[src/rtl/scic_io_port.sv]
// rtl/scic_io_port.sv - SCIC memory-mapped LED/switch I/O responder
module scic_io_port #(
  parameter int                    ADDR_WIDTH      = 8,
  parameter int                    DATA_WIDTH      = 16,
  parameter logic [ADDR_WIDTH-1:0] LED_ADDR        = 8'hF0,
  parameter logic [ADDR_WIDTH-1:0] SW_ADDR         = 8'hF1,
  parameter logic [ADDR_WIDTH-1:0] STAT_ADDR       = 8'hF2,
  parameter int                    DEBOUNCE_CYCLES = 1000000
) (
  input  logic                  clock,
  input  logic                  reset,
  input  logic                  bus_req,
  input  logic                  bus_we,
  input  logic [ADDR_WIDTH-1:0] bus_addr,
  input  logic [DATA_WIDTH-1:0] bus_wdata,
  output logic [DATA_WIDTH-1:0] bus_rdata,
  output logic                  bus_ack,
  input  logic [3:0]            switches,
  output logic [3:0]            LEDs
);

  localparam int CW = $clog2(DEBOUNCE_CYCLES + 1);
  localparam logic [CW-1:0] TERM = CW'(DEBOUNCE_CYCLES);

  logic [3:0]            sync1;
  logic [3:0]            sync2;
  logic [3:0]            stable;
  logic                  changed;
  logic [CW-1:0]         cnt;
  logic [CW-1:0]         cnt_step;
  logic [CW-1:0]         cnt_next;
  logic                  deb_hit;
  logic                  led_wr;
  logic                  stat_rd;
  logic [DATA_WIDTH-1:0] rd_val;
  logic                  unused_wdata;

  // Only the low nibble of write data is ever stored.
  assign unused_wdata = ^(bus_wdata >> 4);

  // Debounce decision on the value sync2 is about to take (sync1), so the
  // stable register follows sync2 on the very edge the count completes.
  always_comb begin
    cnt_step = '0;
    cnt_next = '0;
    deb_hit  = 1'b0;
    if (sync1 != stable) begin
      cnt_step = (sync1 != sync2) ? CW'(1) : cnt + CW'(1);
      if (cnt_step == TERM) begin
        deb_hit = 1'b1;
      end else begin
        cnt_next = cnt_step;
      end
    end
  end

  // Register decode: write strobes and the zero-extended read value.
  always_comb begin
    led_wr  = 1'b0;
    stat_rd = 1'b0;
    rd_val  = '0;
    if (bus_req && bus_we) begin
      led_wr = (bus_addr == LED_ADDR);
    end else if (bus_req) begin
      if (bus_addr == LED_ADDR) begin
        rd_val[3:0] = LEDs;
      end else if (bus_addr == SW_ADDR) begin
        rd_val[3:0] = stable;
      end else if (bus_addr == STAT_ADDR) begin
        rd_val[0] = changed;
        stat_rd   = 1'b1;
      end
    end
  end

  // Switch synchronizer, debounce counter and change flag.
  always_ff @(posedge clock) begin
    if (reset) begin
      sync1   <= '0;
      sync2   <= '0;
      stable  <= '0;
      changed <= 1'b0;
      cnt     <= '0;
    end else begin
      sync1 <= switches;
      sync2 <= sync1;
      cnt   <= cnt_next;
      if (deb_hit) begin
        stable <= sync1;
      end
      // A fresh debounce event wins over a clearing status read.
      if (deb_hit) begin
        changed <= 1'b1;
      end else if (stat_rd) begin
        changed <= 1'b0;
      end
    end
  end

  // Bus acknowledge, read data and LED register.
  always_ff @(posedge clock) begin
    if (reset) begin
      bus_ack   <= 1'b0;
      bus_rdata <= '0;
      LEDs      <= '0;
    end else begin
      bus_ack   <= bus_req;
      bus_rdata <= rd_val;
      if (led_wr) begin
        LEDs <= bus_wdata[3:0];
      end
    end
  end

endmodule

[config.mk]
export PLATFORM = sky130hd
export DESIGN_NAME = scic_io_port
export DESIGN_NICKNAME = d
export VERILOG_FILES = /design/src/rtl/scic_io_port.sv
export SDC_FILE = /design/constraint.sdc
export NUM_CORES = 1
export LEC_CHECK = 0
export BUFFER_PORTS_ARGS = -buffer_cell sky130_fd_sc_hd__buf_2
export CAP_MARGIN = 30
export CORE_ASPECT_RATIO = 0.5
export CORE_MARGIN = 5
export CORE_UTILIZATION = 45
export CTS_BUF_LIST = sky130_fd_sc_hd__clkbuf_16
export DETAILED_ROUTE_END_ITERATION = 16
export GPL_ROUTABILITY_DRIVEN = 0
export MAX_ROUTING_LAYER = met4
export PLACE_DENSITY = 0.72
export SYNTH_ARGS = -nofsm -noshare
export SYNTH_HDL_FRONTEND = slang
export SYNTH_SLANG_ARGS = --single-unit
[constraint.sdc]
create_clock -name clock -period 2.3 [get_ports clock]
set_input_delay 0.115 -clock clock [delete_from_list [all_inputs] [get_ports clock]]
set_output_delay 0.115 -clock clock [all_outputs]
set_load 0.02 [all_outputs]
=== Word level (Yosys, flattened, before mapping) ===
Index checks and enable logic that the tools add are counted.

* Output and inout port bits: 21
* Register bits after elaboration: 54
* Word-level logic and storage cells: 37
* Input bits: 32

* Add/subtract/negate cells: 1
* Eq/ne operators: 6
* Reduce and logical (&&, ||, !) cells: 4
* Multiplexer cells: 15
* Bitwise gates (word level): 2

{| class="wikitable"
|+ Operators with widths
! cell !! count
|-
| $eq A8 B8 Y1 const B || 3
|-
| $add A20 B1 Y20 const B || 1
|-
| $eq A20 B20 Y1 const B || 1
|-
| $mux W20 || 1
|-
| $mux W1 || 12
|-
| $ne A4 B4 Y1 || 2
|-
| $reduce_or A3 Y1 || 2
|-
| $mux W4 || 1
|-
| $mux W3 || 1
|-
| $not A1 Y1 || 2
|-
| $reduce_bool A2 Y1 || 1
|-
| $logic_and A1 B1 Y1 || 1
|}

=== Longest topological paths before layout ===
Gate-level depths: netlist of run 1.

* Word-level depth: 8
* Mapped depth: 8
* Gate-level depth less buffers: 7

=== Least setup slack after synthesis of run 1 ===
No wires, ideal clock.

* Path type: register to register
* Start point: register cnt[0]
* End point: register stable[0]
* Stages on the path, launching flop included: 8
* Required time: 2.179 ns
* Clock period less this slack: 2.478 ns
* Path buffers: 0
* Slack: -0.178 ns
* Library setup time: 0.121 ns
* Arrival: 2.357 ns
* Cells stage by stage: dfxtp_1 > ha_1 > nand3_1 > nor2_1 > and3_1 > o31ai_1 > a2111oi_4 > mux2_2

* Cells in the longest elaborated chain, start to end: 5

{| class="wikitable"
|+ RTL lines
! item !! line !! RTL
|-
| from (decl) || 29 || <nowiki>logic [CW-1:0] cnt;</nowiki>
|-
| from (signal assigned) || 87 || <nowiki>cnt <= cnt_next;</nowiki>
|-
| $add A20 B1 Y20 || 48 || <nowiki>cnt_step = (sync1 != sync2) ? CW'(1) : cnt + CW'(1);</nowiki>
|-
| $mux W20 || 48 ||
|-
| $eq A20 B20 Y1 || 49 || <nowiki>if (cnt_step == TERM) begin</nowiki>
|-
| $mux W1 || 49 ||
|-
| $mux W1 || 47 || <nowiki>if (sync1 != stable) begin</nowiki>
|-
| to (signal assigned) || 89 || <nowiki>stable <= sync1;</nowiki>
|-
| to (decl) || 27 || <nowiki>logic [3:0] stable;</nowiki>
|}

No other way between the ends.
A chain may end at the register's enable or synchronous reset.

=== Worst setup path in the final report of run 1 ===
* Start point: register cnt[1]
* End point: register stable[1]

Same word-level chain as after synthesis.

==> results of run 1 <==
[cells by family (layout without fill, tap and decap cells)]
kind of cell	Yosys count	after routing	share of synthesized area, %
and+or+nand+nor	110	110	29.8
DFF	42	42	39.2
buffers and inverters	26	74	6.99
xor gates and xnor gates	25	25	10.2
AOI/OAI and AO/OA	18	18	7.23
muxes	12	12	5.83
adders and majority gates	1	1	0.583
other	1	12	0.175
[repair_timing]
item                                    CTS  global route
endpoints found under the setup margin    4             9
pin swaps                                 7             6
buffers inserted                          5             1
cloned                                    0             0
gates resized for setup                   6             8
[cell type report]
class	count	area, sq um	share of cell area [%]
tap	66	82.6	2.91
multi-input combinational	178	1310	46.2
sequential	42	858	30.3
clock inverter	3	41.3	1.46
clock buffer	5	125	4.42
inverter	3	11.3	0.397
timing repair buffer	63	407	14.3
[stage by stage]
step	power, W	TNS, ns	cell area [sq um]	util (%)
5_1_grt	0.00170	-0.117	2830	62.8
6_report	0.00164	0	2830	62.8
3_5_place_dp	0.000855	0	2570	57.0
4_1_cts	0.00165	-0.0505	2790	62.0
3_3_place_gp	0.000852	0	2570	57.0
2_1_floorplan	0.000841	-0.00532	2280	-
[power breakdown]
| group | leakage, nW | total, W | internal (W) | switching (W) |
|---|---|---|---|---|
| clock network | 0.0812 | 0.000790 | 0.000508 | 0.000282 |
| registers | 0.345 | 0.000745 | 0.000735 | 0.00000944 |
| logic | 0.708 | 0.000104 | 0.0000422 | 0.0000614 |
| total | 1.13 | 0.00164 | 0.00129 | 0.000353 |
[cells in the final DEF (no fill, tap or decap), drive strengths merged, types with 4 or more instances in the layout]
cell type	instances
nor4b	4
nand4	4
mux2	4
dfxtp	42
nand3	6
and3	6
nor2	30
mux2i	8
nor3	10
conb	12
clkbuf	5
xor2	10
and4	4
nor4	5
buf	63
inv	4
xnor2	15
nor2b	13
nand2	13
[path summary, 6_finish.rpt]
kind / startpoint / to / cells past startpoint
hold / removal: switches[1] / sync1[1] / 2
setup / recovery: cnt[1] / stable[1] / 8
hold reg to reg: LEDs[2] / LEDs[2] / 2
setup reg to reg: cnt[1] / stable[1] / 8
[state kept, by name, summed over array words and instances (netlist names)]
register   flops
changed        1
bus_rdata      4
sync1          4
LEDs           4
stable         4
bus_ack        1
sync2          4
cnt           20
[per-layer routing]
metal | track usage [%] | share of wire (%) | vias to the layer above
li1 | - | - | 912
met1 | 20.0 | 44 | 835
met2 | 28.4 | 50 | 54
met3 | 2.74 | 5.0 | 7
met4 | 4.86 | 0.92 | 0
met5 | - | 0 | -
[worst max-delay path: stages (launching register included)]
cell and delay, ns:
dfxtp_4 0.38, ha_4 0.16, and3_1 0.21, and4_1 0.23
and3_1 0.18, o22ai_2 0.11, a2111oi_4 0.41, buf_6 0.19
mux2_4 0.30
==> flow_summary.ini, run 1 <==
[run_status]
outcome = complete, no violations

[clock_network]
h-tree-depth = 2
clk_latency_ns = 0.28
numCtsBuffers = 5
cts_root_buffer = clkbuf_16
cts.reportedPaths.clkPinSlew_ns = 0.06
postCtsHoldBufs = 0
cts_max_path_buffers = 2
cts_tree = yes
cts_num_sinks = 42

[timing]
fin_crit_sh_pct = 98.8
fin_worst_skew_ns = 0.00391
setup_viol = 0
slew_viol_final = 0
rsz0062_at_grt = true
fin_crit_ns = 2.27
layout_setup_ws_ns = 0.0285
whs_ns = 0.0412
finalHoldViolCount = 0
slew_headroom_pct = 49.3
tightest_slew_ns = 0.760
max_freq_mhz = 440

[critical_path]
worstPathArrival_ns = 2.44
endpoint_kind = flop
path_class = reg -> reg
cp_max_fo = 5
required_ns = 2.47
cp-start-kind = flop
reg2reg_slack_ns = 0.03

[hold_path]
holdCritPathClass = in -> reg

[layout]
syn2layout_area_growth_pct = 32.0
drive_above_1_share_pct = 35.0
n_fill_cell = 374
final_net_count = 326
fin_cells = 360
antenna_cells = 0

[routing]
antenna_left = 0
totalWireLength_microns = 4980
post_drt_wl_per_cell_microns = 13.8
drc = 0
drtPass1Iterations = 4
drtIter0Drc = 72
vias = 1808
viasPerCell = 5.02

[logic_synthesis]
synthArstFlopShare_pct = 0
ys_dominant_reg_cell = dfxtp_1
netlist_instances = 235
syn-mean-instance-area_sq_um = 9.14
yosysSeqAreaShare_pct = 39.2
yosysTopAreaCell = dfxtp_1
ys_types = 49
synth_area_leaders = dfxtp_1 (39%), xnor2_1 (6.1%), nor2_1 (5.2%)
ys_warn_count = 0
ys_top_cells_by_count = dfxtp_1 (42), nor2_1 (30), xnor2_1 (15)
netlist_area_sq_um = 2150
synth_top_area_share_pct = 39.2
ys_seq_elements = 42
synth_most_common_cell = dfxtp_1
synth_edf_count = 0

[global_routing]
grt_pass1_vias = 1831
grt_pass1_wl_microns = 8220
grt_overflow = 0
grt_antenna_before_repair = 0
grtUsageTotal_pct = 16.4
grt_max_degree = 21

[pwr]
peakVddDrop_v = 0.000389
leakage_nw = 1.13
power_density_nw_per_um2 = 578

[place]
dp.cells = 347
dp_hpwl_microns = 3480
pre_cts_slack_ns = 0.0112
numPortBuffers = 28

[die]
rows = 17
die_height_microns = 58.8
io_pins = 53
die_area_sq_um = 6340
dieWidth_microns = 108
core-area_sq_um = 4510
initial_core_util_pct = 47.6

[run]
max_cap_viol_count = 0
No activity file was read; power rests on OpenSTA's default activity.
==> inputs of run 2 (changes only) <==
--- a/config.mk
+++ b/config.mk
@@ -5,6 +5,7 @@
 export SDC_FILE = /design/constraint.sdc
 export NUM_CORES = 1
 export LEC_CHECK = 0
+export ABC_AREA = 1
 export BUFFER_PORTS_ARGS = -buffer_cell sky130_fd_sc_hd__buf_2
 export CAP_MARGIN = 30
 export CORE_ASPECT_RATIO = 0.5
@@ -14,7 +15,7 @@
 export DETAILED_ROUTE_END_ITERATION = 16
 export GPL_ROUTABILITY_DRIVEN = 0
 export MAX_ROUTING_LAYER = met4
-export PLACE_DENSITY = 0.72
+export PLACE_DENSITY = 0.71
 export SYNTH_ARGS = -nofsm -noshare
 export SYNTH_HDL_FRONTEND = slang
 export SYNTH_SLANG_ARGS = --single-unit
==> run 2 against run 1 <==
Against the previous run: final cell count up 25%; utilization decreased by 8.7 points; hold slack worse by 0.0034 ns; register-to-register slack better by 0.15 ns; die area rose by 7.6%; synthesized cell count rose by 46%.
==> flow_summary.ini, run 2 <==
[run]
max_cap_viol_count = 0

[timing]
finalHoldViolCount = 0
tightest_slew_ns = 0.678
fin_crit_ns = 2.12
slew_headroom_pct = 54.4
setup_viol = 0
fin_worst_skew_ns = 0.00313
max_freq_mhz = 471
slew_viol_final = 0
whs_ns = 0.0378
fin_crit_sh_pct = 92.3

[hold_path]
holdCritPathClass = in -> reg
holdCritStartpoint = switches[3]

[die]
io_pins = 53
die_height_microns = 60.9
core-area_sq_um = 4980
die_area_sq_um = 6820
initial_core_util_pct = 46.9
rows = 18
dieWidth_microns = 112

[global_routing]
grt_max_degree = 14
grt_pass1_wl_microns = 8870
grt_pass1_vias = 2040
grt_overflow = 0
grtUsageTotal_pct = 16.8
grt_antenna_before_repair = 0

[critical_path]
endpoint_kind = flop
cp-start-kind = flop
cp_max_fo = 7
reg2reg_from = cnt[1]
worstPathArrival_ns = 2.30
required_ns = 2.47
critPathLaunch = cnt[1]
path_class = reg -> reg

[logic_synthesis]
netlist_instances = 343
syn-mean-instance-area_sq_um = 6.81
synth_most_common_cell = nand2_1
synth_area_leaders = dfxtp_1 (36%), nand2_1 (13%), nor2_1 (9.0%)
yosysSeqAreaShare_pct = 36.0
ys_types = 31
synthArstFlopShare_pct = 0
synth_top_area_share_pct = 36.0
ys_warn_count = 0
ys_top_cells_by_count = nand2_1 (83), nor2_1 (56), inv_1 (46)
netlist_area_sq_um = 2330
ys_dominant_reg_cell = dfxtp_1
ys_seq_elements = 42
synth_edf_count = 0
yosysTopAreaCell = dfxtp_1

[clock_network]
postCtsHoldBufs = 0
cts.reportedPaths.clkPinSlew_ns = 0.06
numCtsBuffers = 5
cts_root_buffer = clkbuf_16
h-tree-depth = 2
cts_num_sinks = 42
clk_latency_ns = 0.28
cts_max_path_buffers = 2
cts_tree = yes

[layout]
final_cell_mix = nand2_1 (82), nor2_1 (56), inv_1 (47), dfxtp_1 (42), buf_2 (28)
largest-register = cnt
stdcell_area_sq_um = 2690
n_fill_cell = 495
largest_reg_flops = 20
drive_above_1_share_pct = 19.5
syn2layout_area_growth_pct = 15.3
final_common_cell = nand2_1
antenna_cells = 0
final_net_count = 412
utilization_pct = 54.1

[routing]
post_drt_wl_per_cell_microns = 11.5
totalWireLength_microns = 5160
antenna_left = 0
viasPerCell = 4.74
drc = 0
drtIter0Drc = 79
drtPass1Iterations = 5
vias = 2135

[run_status]
outcome = complete, no violations

[place]
dpl_cell_area_sq_um = 2500
dp_hpwl_microns = 3900
numPortBuffers = 28

[pwr]
leakage_nw = 1.18
peakVddDrop_v = 0.000483
power_density_nw_per_um2 = 621
## run 2: cell types whose count changed in the layout (fill, tap and decap cells not counted), sizes merged, moves of 9 or more
cell   delta
nand2    +78
inv      +48
nor2     +40
buf      -29
nand3    +19
nor2b    -13
xnor2    -10
nor3      -9
## run 2: worst max-delay path, stage by stage (launching register included)
cell and delay [ns]:
dfxtp_1 0.37, ha_2 0.24, inv_1 0.08, nor2_4 0.16, buf_4 0.15, nand2_1 0.05
nand2_1 0.06, nand2_1 0.06, nor2_1 0.09, nor2_1 0.06, nand2_1 0.11, nor2_2 0.05
nand2_2 0.10, nor2_8 0.06, buf_4 0.16, nor4_1 0.22
## run 2: final timing paths
| check | end | slack (ns) | cells after the start |
|---|---|---|---|
| min | sync1[3] | 0.04 | 3 |
| max reg2reg | cnt[11] | 0.18 | 15 |
| max | cnt[11] | 0.18 | 15 |
| min reg2reg | LEDs[2] | 0.46 | 2 |
## run 2: logic make-up after synthesis
group	after synthesis	synth area share, %
AO/OA/AOI/OAI	17	4.02
XOR/XNOR	8	3.00
adder cells (fa/ha/maj)	1	0.536
buffers and inverters	67	13.8
other	1	0.161
AND/OR/NAND/NOR	207	42.5
flip-flops	42	36.0
## run 2: final cells by class
class,count,area [sq um],area share (%)
multi-input cells,245,1220,45.3
inverters,51,194,7.20
repair buffers,34,185,6.88
well taps,70,87.6,3.25
clock inverters,3,41.3,1.53
flip-flops and latches,42,841,31.2
clock buffers,5,125,4.65
## run 2: through the flow
step,TNS (ns),power [W],setup slack [ns],cells
5_1_grt,-0.00414,0.00174,-0.00400,450
3_3_place_gp,0,0.000887,0.170,440
3_5_place_dp,0,0.000891,0.0919,440
2_1_floorplan,0,0.000875,0.292,354
4_1_cts,0,0.00168,0.0607,448
6_report,0,0.00167,0.177,450
## run 2: metal layers
| metal | track usage, % | share of wire, % |
|---|---|---|
| met5 | - | 0 |
| met4 | 8.15 | 2.4 |
| met3 | 2.79 | 5.1 |
| met2 | 30.5 | 49 |
| met1 | 18.6 | 43 |
## run 2: report_power, final
| group | internal (W) | leakage [nW] | switching, W |
|---|---|---|---|
| Clock | 0.000508 | 0.0812 | 0.000286 |
| Combinational | 0.0000400 | 0.756 | 0.0000917 |
| Sequential | 0.000737 | 0.341 | 0.00000926 |
| Total | 0.00129 | 1.18 | 0.000387 |
## run 2: what timing repair did
action,4_1_cts,5_1_grt
setup endpoints to repair,0,24
buffers inserted,0,2
resized for setup,0,3
endpoints found under the hold margin,0,0
==> inputs of run 3 (changes only) <==
--- a/config.mk
+++ b/config.mk
@@ -6,7 +6,7 @@
 export NUM_CORES = 1
 export LEC_CHECK = 0
 export ABC_AREA = 1
-export BUFFER_PORTS_ARGS = -buffer_cell sky130_fd_sc_hd__buf_2
+export BUFFER_PORTS_ARGS = -buffer_cell sky130_fd_sc_hd__clkbuf_2
 export CAP_MARGIN = 30
 export CORE_ASPECT_RATIO = 0.5
 export CORE_MARGIN = 5
==> run 3 against run 2 <==
Against the previous run: via count shrank 0.94%; final cell count shrank 0.22%; sequential share of layout area grew 0.32 points; clock power shrank 11%; critical path type unchanged; largest cell class unchanged; largest power group is now sequential cells.
==> flow_summary.ini, run 3 (synthesis results as in run 2) <==
[critical_path]
path_class = reg -> reg
reg2regPathDepth = 13
reg2reg_from = cnt[1]
critPathLaunch = cnt[1]
cp-start-kind = flop
endpoint_kind = flop
cp_max_fo = 7
required_ns = 2.46
worstPathArrival_ns = 2.30

[run_status]
outcome = complete, no violations

[routing]
drc = 0
viasPerCell = 4.71
drtPass1Iterations = 4
vias = 2115
totalWireLength_microns = 5150
post_drt_wl_per_cell_microns = 11.5
antenna_left = 0
drtIter0Drc = 103

[die]
initial_core_util_pct = 46.9
dieWidth_microns = 112
core-area_sq_um = 4980
io_pins = 53
rows = 18
die_height_microns = 60.9
die_area_sq_um = 6820

[layout]
antenna_cells = 0
stdcell_area_sq_um = 2670
final_net_count = 411
largest-register = cnt
final_cell_mix = nand2_1 (82), nor2_1 (56), inv_1 (46), dfxtp_1 (42), clkbuf_2 (28)
fin_cells = 449
final_common_cell = nand2_1
largest_reg_flops = 20
syn2layout_area_growth_pct = 14.1
drive_above_1_share_pct = 19.5

[pwr]
p_switching_w = 0.000403
total_power_w = 0.00158
power_density_nw_per_um2 = 594
seq_power_share_pct = 47.1
peakVddDrop_v = 0.000385
p_int_w = 0.00118
swShare_pct = 25.4
comb_power_share_pct = 8.5
clock_power_share_pct = 44.4
leakage_nw = 1.16

[clock_network]
postCtsHoldBufs = 0
clk_latency_ns = 0.29
cts_tree = yes
cts_max_path_buffers = 2
cts_num_sinks = 42
cts_root_buffer = clkbuf_16
numCtsBuffers = 5
h-tree-depth = 2
cts.reportedPaths.clkPinSlew_ns = 0.06

[global_routing]
grt_overflow = 0
grt_pass1_wl_microns = 8550
grtUsageTotal_pct = 16.3
grt_antenna_before_repair = 0
grt_max_degree = 15
grt_pass1_vias = 1980

[timing]
slew_viol_final = 0
setup_viol = 0
slew_headroom_pct = 61.8
finalHoldViolCount = 0
tightest_slew_ns = 0.568
fin_worst_skew_ns = 0.00392
whs_ns = 0.00463
max_freq_mhz = 467
fin_crit_ns = 2.14
fin_crit_sh_pct = 93.1

[place]
dp_hpwl_microns = 3920
numPortBuffers = 28
dpl_cell_area_sq_um = 2510
dp.cells = 441

[run]
max_cap_viol_count = 0

[hold_path]
worstHoldPathCells = 3
holdCritStartpoint = switches[1]
holdCritPathClass = in -> reg
[run 3: worst max-delay path, cell delays in order (launching register included)]
cell	delay, ns
dfxtp_1	0.38
ha_2	0.26
inv_1	0.08
nor2_4	0.21
nand3_4	0.11
nor2_4	0.13
nand2_1	0.06
nand2_1	0.05
nand3_1	0.08
nor2_1	0.15
nand2_2	0.11
nor2_8	0.15
buf_4	0.18
nor4_1	0.06
[run 3: path summary, 6_finish.rpt]
path	to	slack [ns]
max	cnt[11]	0.16
min	sync1[1]	0.005
max reg2reg	cnt[11]	0.16
min reg2reg	LEDs[1]	0.47
[run 3: power by group through the flow]
| stage | registers, W | logic [W] | clock network [W] |
|---|---|---|---|
| after CTS | 0.000746 | 0.000132 | 0.000713 |
| after detailed placement | 0.000762 | 0.000131 | 0 |
| after floorplan | 0.000763 | 0.000111 | 0 |
| after global placement | 0.000761 | 0.000129 | 0 |
| after global routing | 0.000747 | 0.000151 | 0.000750 |
| final | 0.000746 | 0.000135 | 0.000703 |
[run 3: layer usage]
| layer | up-vias | track usage (%) | part of all wire [%] |
|---|---|---|---|
| li1 | 1112 | - | - |
| met1 | 935 | 18.6 | 43 |
| met2 | 59 | 29.3 | 50 |
| met3 | 9 | 3.88 | 4.9 |
| met4 | 0 | 5.20 | 2.1 |
| met5 | - | - | 0 |
[run 3: metrics by stage]
stage	setup TNS (ns)	worst slack, ns	util [%]
6_report	0	0.158	53.5
5_1_grt	-0.0711	-0.0240	53.5
4_1_cts	0	0.0677	53.4
3_5_place_dp	0	0.126	50.5
3_3_place_gp	0	0.146	50.5
2_1_floorplan	0	0.292	-
[run 3: area by class of cell]
class	instances	area, sq um
Fill cell	495	2310
Timing Repair Buffer	33	178
Tap cell	70	87.6
Inverter	51	194
Clock inverter	3	21.3
Clock buffer	5	125
Multi-Input combinational cell	245	1220
Sequential cell	42	841
[run 3: what timing repair did]
action                     4_1_cts  5_1_grt
setup endpoints to repair        0       21
resized for setup                0        3
buffers inserted                 0        0
